**config.mk**
```make
export PLATFORM = sky130hd
export DESIGN_NAME = fifo_reader
export DESIGN_NICKNAME = d
export VERILOG_FILES = /design/src/rtl/fifo_reader.sv
export SDC_FILE = /design/constraint.sdc
export NUM_CORES = 1
export LEC_CHECK = 0
export CORE_ASPECT_RATIO = 1.75
export CORE_UTILIZATION = 50
export CTS_CLUSTER_SIZE = 20
export DETAILED_ROUTE_END_ITERATION = 12
export PLACE_DENSITY_LB_ADDON = 0.08
export REMOVE_ABC_BUFFERS = 1
export SETUP_SLACK_MARGIN = 0.4
export SYNTH_ARGS = -nofsm -noshare
export SYNTH_HDL_FRONTEND = slang
export SYNTH_SLANG_ARGS = --single-unit
```
**constraint.sdc**
```tcl
create_clock -name clk -period 2.2 [get_ports clk]
set_input_delay 0.33 -clock clk [delete_from_list [all_inputs] [get_ports clk]]
set_output_delay 0.33 -clock clk [all_outputs]
set_load 0.01 [all_outputs]
```
**src/rtl/fifo_reader.sv**
```systemverilog
// fifo_reader: drains a show-ahead FIFO read port into a valid/ready stream
// through a 2-entry output buffer, keeping a delivered-word count and checksum.
module fifo_reader #(
  parameter int DATA_WIDTH  = 8,
  parameter int COUNT_WIDTH = 16
) (
  input  logic                   clk,
  input  logic                   rst_n,
  input  logic                   enable,
  input  logic                   clear,
  input  logic [DATA_WIDTH-1:0]  fifo_data_out,
  input  logic                   fifo_empty,
  output logic                   fifo_rd_en,
  output logic [DATA_WIDTH-1:0]  m_data,
  output logic                   m_valid,
  input  logic                   m_ready,
  output logic [COUNT_WIDTH-1:0] word_count,
  output logic [DATA_WIDTH-1:0]  checksum,
  output logic                   busy
);

  typedef enum logic [1:0] {IDLE, RUN, DRAIN} state_t;

  state_t                state, state_next;
  logic [1:0]            occ, occ_next;
  logic [DATA_WIDTH-1:0] head_q, tail_q;
  logic                  push, pop;

  // Read/handshake decode; reads depend on registered occupancy only
  always_comb begin
    fifo_rd_en = rst_n & enable & ~fifo_empty & (occ != 2'd2);
    push       = fifo_rd_en;
    m_valid    = (occ != 2'd0);
    pop        = m_valid & m_ready;
    occ_next   = occ + {1'b0, push} - {1'b0, pop};
    m_data     = head_q;
    busy       = (state != IDLE);
  end

  // Output buffer: head is the presented word, tail the second entry
  always_ff @(posedge clk) begin
    if (!rst_n) begin
      occ    <= 2'd0;
      head_q <= '0;
      tail_q <= '0;
    end else begin
      occ <= occ_next;
      if (push && (occ == 2'd0 || (occ == 2'd1 && pop)))
        head_q <= fifo_data_out;
      else if (push && occ == 2'd1)
        tail_q <= fifo_data_out;
      else if (pop && occ == 2'd2)
        head_q <= tail_q;
    end
  end

  // FSM state register
  always_ff @(posedge clk) begin
    if (!rst_n) state <= IDLE;
    else        state <= state_next;
  end

  // FSM next state; enable takes precedence over draining to idle
  always_comb begin
    state_next = state;
    unique case (state)
      IDLE:    if (enable) state_next = RUN;
      RUN:     if (!enable) state_next = (occ_next == 2'd0) ? IDLE : DRAIN;
      DRAIN: begin
        if (enable)                 state_next = RUN;
        else if (occ_next == 2'd0)  state_next = IDLE;
      end
      default: state_next = IDLE;
    endcase
  end

  // Delivered-word counter (saturating) and checksum (wrapping); clear wins over pop
  always_ff @(posedge clk) begin
    if (!rst_n || clear) begin
      word_count <= '0;
      checksum   <= '0;
    end else if (pop) begin
      if (word_count != '1) word_count <= word_count + 1'b1;
      checksum <= checksum + head_q;
    end
  end

endmodule

```
# Yosys cells after proc, flatten, opt, wreduce, memory -nomap -nowiden
# Index checks and enable logic that the tools add are counted.
# op_classes
n_addsub	4
eq_ne	10
n_mux	9
n_bitwise	6
n_reduce_logical	17
# ops
op	n
2-to-1 mux 8 bit	3
adder 16 x 1 -> 16 bit, second input constant	1
!= test 16 bit, second input constant	1
2-to-1 mux 2 bit	5
adder 8 bit	1
!= test 2 bit, second input constant	4
logical NOT 2 bit	3
case mux 2 bit (3 select lines)	1
AND reduction 2 bit	3
nonzero test 2 bit	3
bitwise AND 1 bit	4
equality test 2 x 1 -> 1 bit, second input constant	2
equality test 2 bit, second input constant	2
logical AND 1 bit	4
!= test 3 bit, second input constant	1
AND reduction 3 bit	1
adder 2 x 1 -> 2 bit	1
logical OR 1 bit	2
inverter 1 bit	2
subtractor 2 x 1 -> 2 bit	1
logical NOT 1 bit	1
# word_totals
reg_bits	44
inputBits	14
output_inout_bits	35
elab_cells	52

# Longest topological paths before layout
# depth
depth_word	9
ltp_mapped	11
depth_no_buf	10

# Least setup slack after synthesis
# OpenSTA, ideal clock, no wires.
# synth_timing
kind	register to register
startpoint	reg occ[1]
endpoint	reg state[1]
setup_time_ns	0.078
arrival_ns	1.887
t_required_ns	2.122
setup_slack_ns	0.235
path_stages_with_launch	12
n_path_buf	1
cell_sequence	dfxtp_1 > or2_2 > nand2_2 > inv_2 > buf_2 > ha_1 > inv_1 > ha_1 > xnor2_1 > and2_1 > nor2_1 > nor3_1
# synth_between
word_cells_on_any_way	12
# synth_lines
element	line	rtl
start: declaration	25	logic [1:0] occ, occ_next;
start signal: assignment	47	occ <= occ_next;
nonzero test 2 bit *	33	m_valid = (occ != 2'd0);
named net m_valid	15	output logic m_valid,
bitwise AND 1 bit *	34	pop = m_valid & m_ready;
named net pop	27	logic push, pop;
subtractor 2 x 1 -> 2 bit *	35	occ_next = occ + {1'b0, push} - {1'b0, pop};
logical NOT 2 bit *	68, 71	
2-to-1 mux 2 bit (2 in series)	68	RUN: if (!enable) state_next = (occ_next == 2'd0) ? IDLE : DRAIN;
case mux 2 bit (3 select lines)	66	unique case (state)
end signal: assignment	60	else state <= state_next;
end: declaration	24	state_t state, state_next;
# The timed path passes the listed nets; every way through them passes the cells marked *. The select of a mux whose other input is x is not followed.
# A chain may end at the register's enable or synchronous reset.

# Final worst setup path
# layout_timing
startpoint	reg head_q[0], in the netlist m_data[0]
endpoint	reg checksum[6]
# layout_between
elab_chain_cells	1
# layout_rtl
element	line	rtl
start: declaration	26	logic [DATA_WIDTH-1:0] head_q, tail_q;
start signal: assignment	49	head_q <= fifo_data_out;
start signal: assignment	53	head_q <= tail_q;
adder 8 bit	84	checksum <= checksum + head_q;
end signal: assignment	84	
end: declaration	18	output logic [DATA_WIDTH-1:0] checksum,
# No other way between the ends.

==> impl_metrics.tcl <==
set metrics [dict create \
    outcome "finished, final reports clean" \
    drc 0 \
    start_util 0.528 \
    arrival_ns 1.93 \
    ys_ff_latch 44 \
    fp.coreArea_mm2 0.00419 \
    wl_um 4930 \
    synthMuxAreaShare 0.0452 \
    crit_type "reg -> reg" \
    dp_hpwl_um 3550 \
    grt_pass1_wl_um 7750 \
    worst_slack_ns 0.452 \
    fmaxAchievable_mhz 572 \
    cts_sinks 44 \
    clk_latency_ns 0.30 \
    cts-htree-levels 2 \
    rsz0062_at_grt "no" \
    cts_tree "built" \
    synth-seq-area-share 0.398 \
    synth_most_common_cell "dfxtp_1" \
    yosys_warnings 0 \
    grt_pass1_vias 1823 \
    ys.flop_type "dfxtp_1" \
    synthTopCellsByArea "dfxtp_1 40%, xnor2_1 6.3%, ha_1 5.7%" \
    min_path_type "reg -> reg" \
    startpoint_type "flip-flop" \
    hold_violations 0 \
    pre_cts_ws_ns 0.136 \
    dieWidth_um 52.3 \
    syn_to_final_growth_pct 39.1 \
    slew_headroom 0.696 \
    synth_common_cells "44 x dfxtp_1, 23 x nand2_1, 21 x a21oi_1, 18 x nor2_1, 16 x xnor2_1" \
    yosys.area_share.xor_xnor 0.0673 \
    synth_top_family_by_area "simple AND/OR/NAND/NOR gates" \
    die_height_um 90.0 \
    grt_usage 0.216 \
    wl_per_cell_um 13.7 \
    setup_viol 0 \
    syn_area_per_cell_um2 9.03 \
    cts_buffers 5 \
    setup_tns_ns 0 \
    synth_edf_count 0 \
    ios 49 \
    worst_pin_slew_ns 0.456 \
    diodes 0 \
    critPathCaptureType "flip-flop" \
    slew_viol_final 0 \
    syn_inst 245 \
    power.density_mw_per_mm2 688 \
    hold_buffers 0 \
    cap_violations 0 \
    synth_compound_area_frac 0.131 \
    port_buffers 48 \
    skew_ns 0.00893 \
    crit_fanout 2 \
    synth.distinct_cells 44 \
    first_iter_violations 33 \
    vias_per_cell 5.42 \
    drive_gt1_frac 0.203 \
    dieArea_mm2 0.00471 \
    yosysTopAreaCellShare 0.398 \
    yosys.area_share.simple 0.247 \
    gp_congestion 0.741 \
    fillers 332 \
    overflow 0 \
    clk_path_buf_depth 2 \
    p_leak_uw 0.00115 \
    fin_nets 334 \
    post-route-period-util 0.795 \
    required_ns 2.38 \
    first_pass_iters 4 \
    vdd_ir_drop_max_uv 542 \
    yosys.area.top_type "dfxtp_1" \
    synthArstFlopShare 0 \
    syn_area_mm2 0.00221 \
    fin_util 0.735 \
    min_period_ns 1.75 \
    clk_pin_slew_ns 0.08 \
    fp-row-count 31 \
    dr_total_vias 1945 \
    synth_fa_ha_area_frac 0.0656 \
    antenna_found_initial 0 \
    cts_root_buf "clkbuf_8" \
    grt_max_degree 21 \
    drtAntennaViolNets 0 \
]
metal layers:
metal | vias to the layer above | GRT usage | share of wire
met1 | 915 | 0.208 | 0.39
met3 | 5 | 0.0491 | 0.027
met2 | 37 | 0.418 | 0.57
li1 | 988 | - | -
met5 | - | 0 | 0
met4 | 0 | 0.0680 | 0.012
final cells by class:
| type | count | area (µm²) | area share |
|---|---|---|---|
| clock inverters | 2 | 10.0 | 0.00325 |
| repair buffers | 66 | 629 | 0.204 |
| flip-flops and latches | 44 | 896 | 0.291 |
| well taps | 49 | 61.3 | 0.0199 |
| clock buffers | 6 | 82.6 | 0.0268 |
| inverters | 15 | 61.3 | 0.0199 |
| multi-input cells | 177 | 1340 | 0.435 |
through the flow:
step                      std cells  hold WS (ns)  power (µW)  cell area [µm²]
after floorplan                 236         0.407        1220             2170
after global placement          343         0.456        1460             2800
after detailed placement        343         0.464        1470             2800
after CTS                       353         0.477        2020             2930
after global routing            359         0.498        2230             3080
final                           359         0.469        2120             3080
sequential cells by signal (all words and copies together), names as in the netlist:
name,cells
checksum,8
m_data,8
occ,2
state,2
tail_q,8
word_count,16
kinds of logic (layout without fill, tap and decap cells):
logic type                 Yosys count  after routing
AOI/OAI and AO/OA                   45             45
xor gates and xnor gates            17             17
adders and majority gates           11             11
buffers and inverters               24             89
DFF                                 44             44
muxes                               10             10
and+or+nand+nor                     94             94
timing repair:
action | CTS | global route
setup buffers | 2 | 6
resized for setup | 8 | 25
endpoints found under the hold margin | 0 | 0
pin swaps | 3 | 10
endpoints found under the setup margin | 4 | 4
power by group:
group          switching (µW)  total, µW  internal (µW)
Sequential               52.2        912            860
Clock                     280        531            251
Combinational             325        676            351
Total                     657       2120           1460
critical path: stages (launching register included):
cell      delay (ns)
dfxtp_2         0.33
ha_2            0.20
fa_2            0.40
a21o_1          0.17
a21o_1          0.19
a21oi_2         0.15
nand3b_1        0.13
nand3_1         0.07
cells in the final DEF (no fill, tap or decap), types with 2 or more instances in the layout:
cell | Yosys | routed
o221ai_1 | 8 | 8
a211oi_1 | 2 | 2
nand4_1 | 3 | 3
and4_1 | 2 | 2
ha_2 | 0 | 2
a21oi_1 | 21 | 19
o21ai_0 | 4 | 4
ha_4 | 0 | 5
nand3_1 | 4 | 4
nor2_1 | 18 | 18
o21a_1 | 2 | 2
and2_1 | 2 | 3
ha_1 | 10 | 3
clkinv_2 | 0 | 2
buf_4 | 0 | 17
nand3b_1 | 2 | 2
nand2b_1 | 2 | 2
inv_1 | 14 | 13
a21oi_2 | 0 | 2
nor2b_1 | 10 | 10
clkdlybuf4s50_1 | 0 | 46
or3_1 | 2 | 2
nor3_1 | 9 | 8
clkbuf_8 | 0 | 6
mux2i_1 | 10 | 10
xnor2_1 | 16 | 16
nor4_2 | 4 | 4
dfxtp_2 | 0 | 9
and3_4 | 1 | 2
nand2_1 | 23 | 23
dfxtp_1 | 44 | 34
a21o_1 | 4 | 4
worst paths after layout:
kind,start,to,cells past startpoint,slack (ns)
hold reg to reg,state[0]$_SDFFE_PN0P_,state[0]$_SDFFE_PN0P_,1,0.47
hold / removal,state[0]$_SDFFE_PN0P_,state[0]$_SDFFE_PN0P_,1,0.47
setup / recovery,m_data[0]$_SDFFE_PN0P_,checksum[6]$_SDFFE_PP0P_,7,0.45
setup reg to reg,m_data[0]$_SDFFE_PN0P_,checksum[6]$_SDFFE_PP0P_,7,0.45
(Power assumes the default switching activity.)
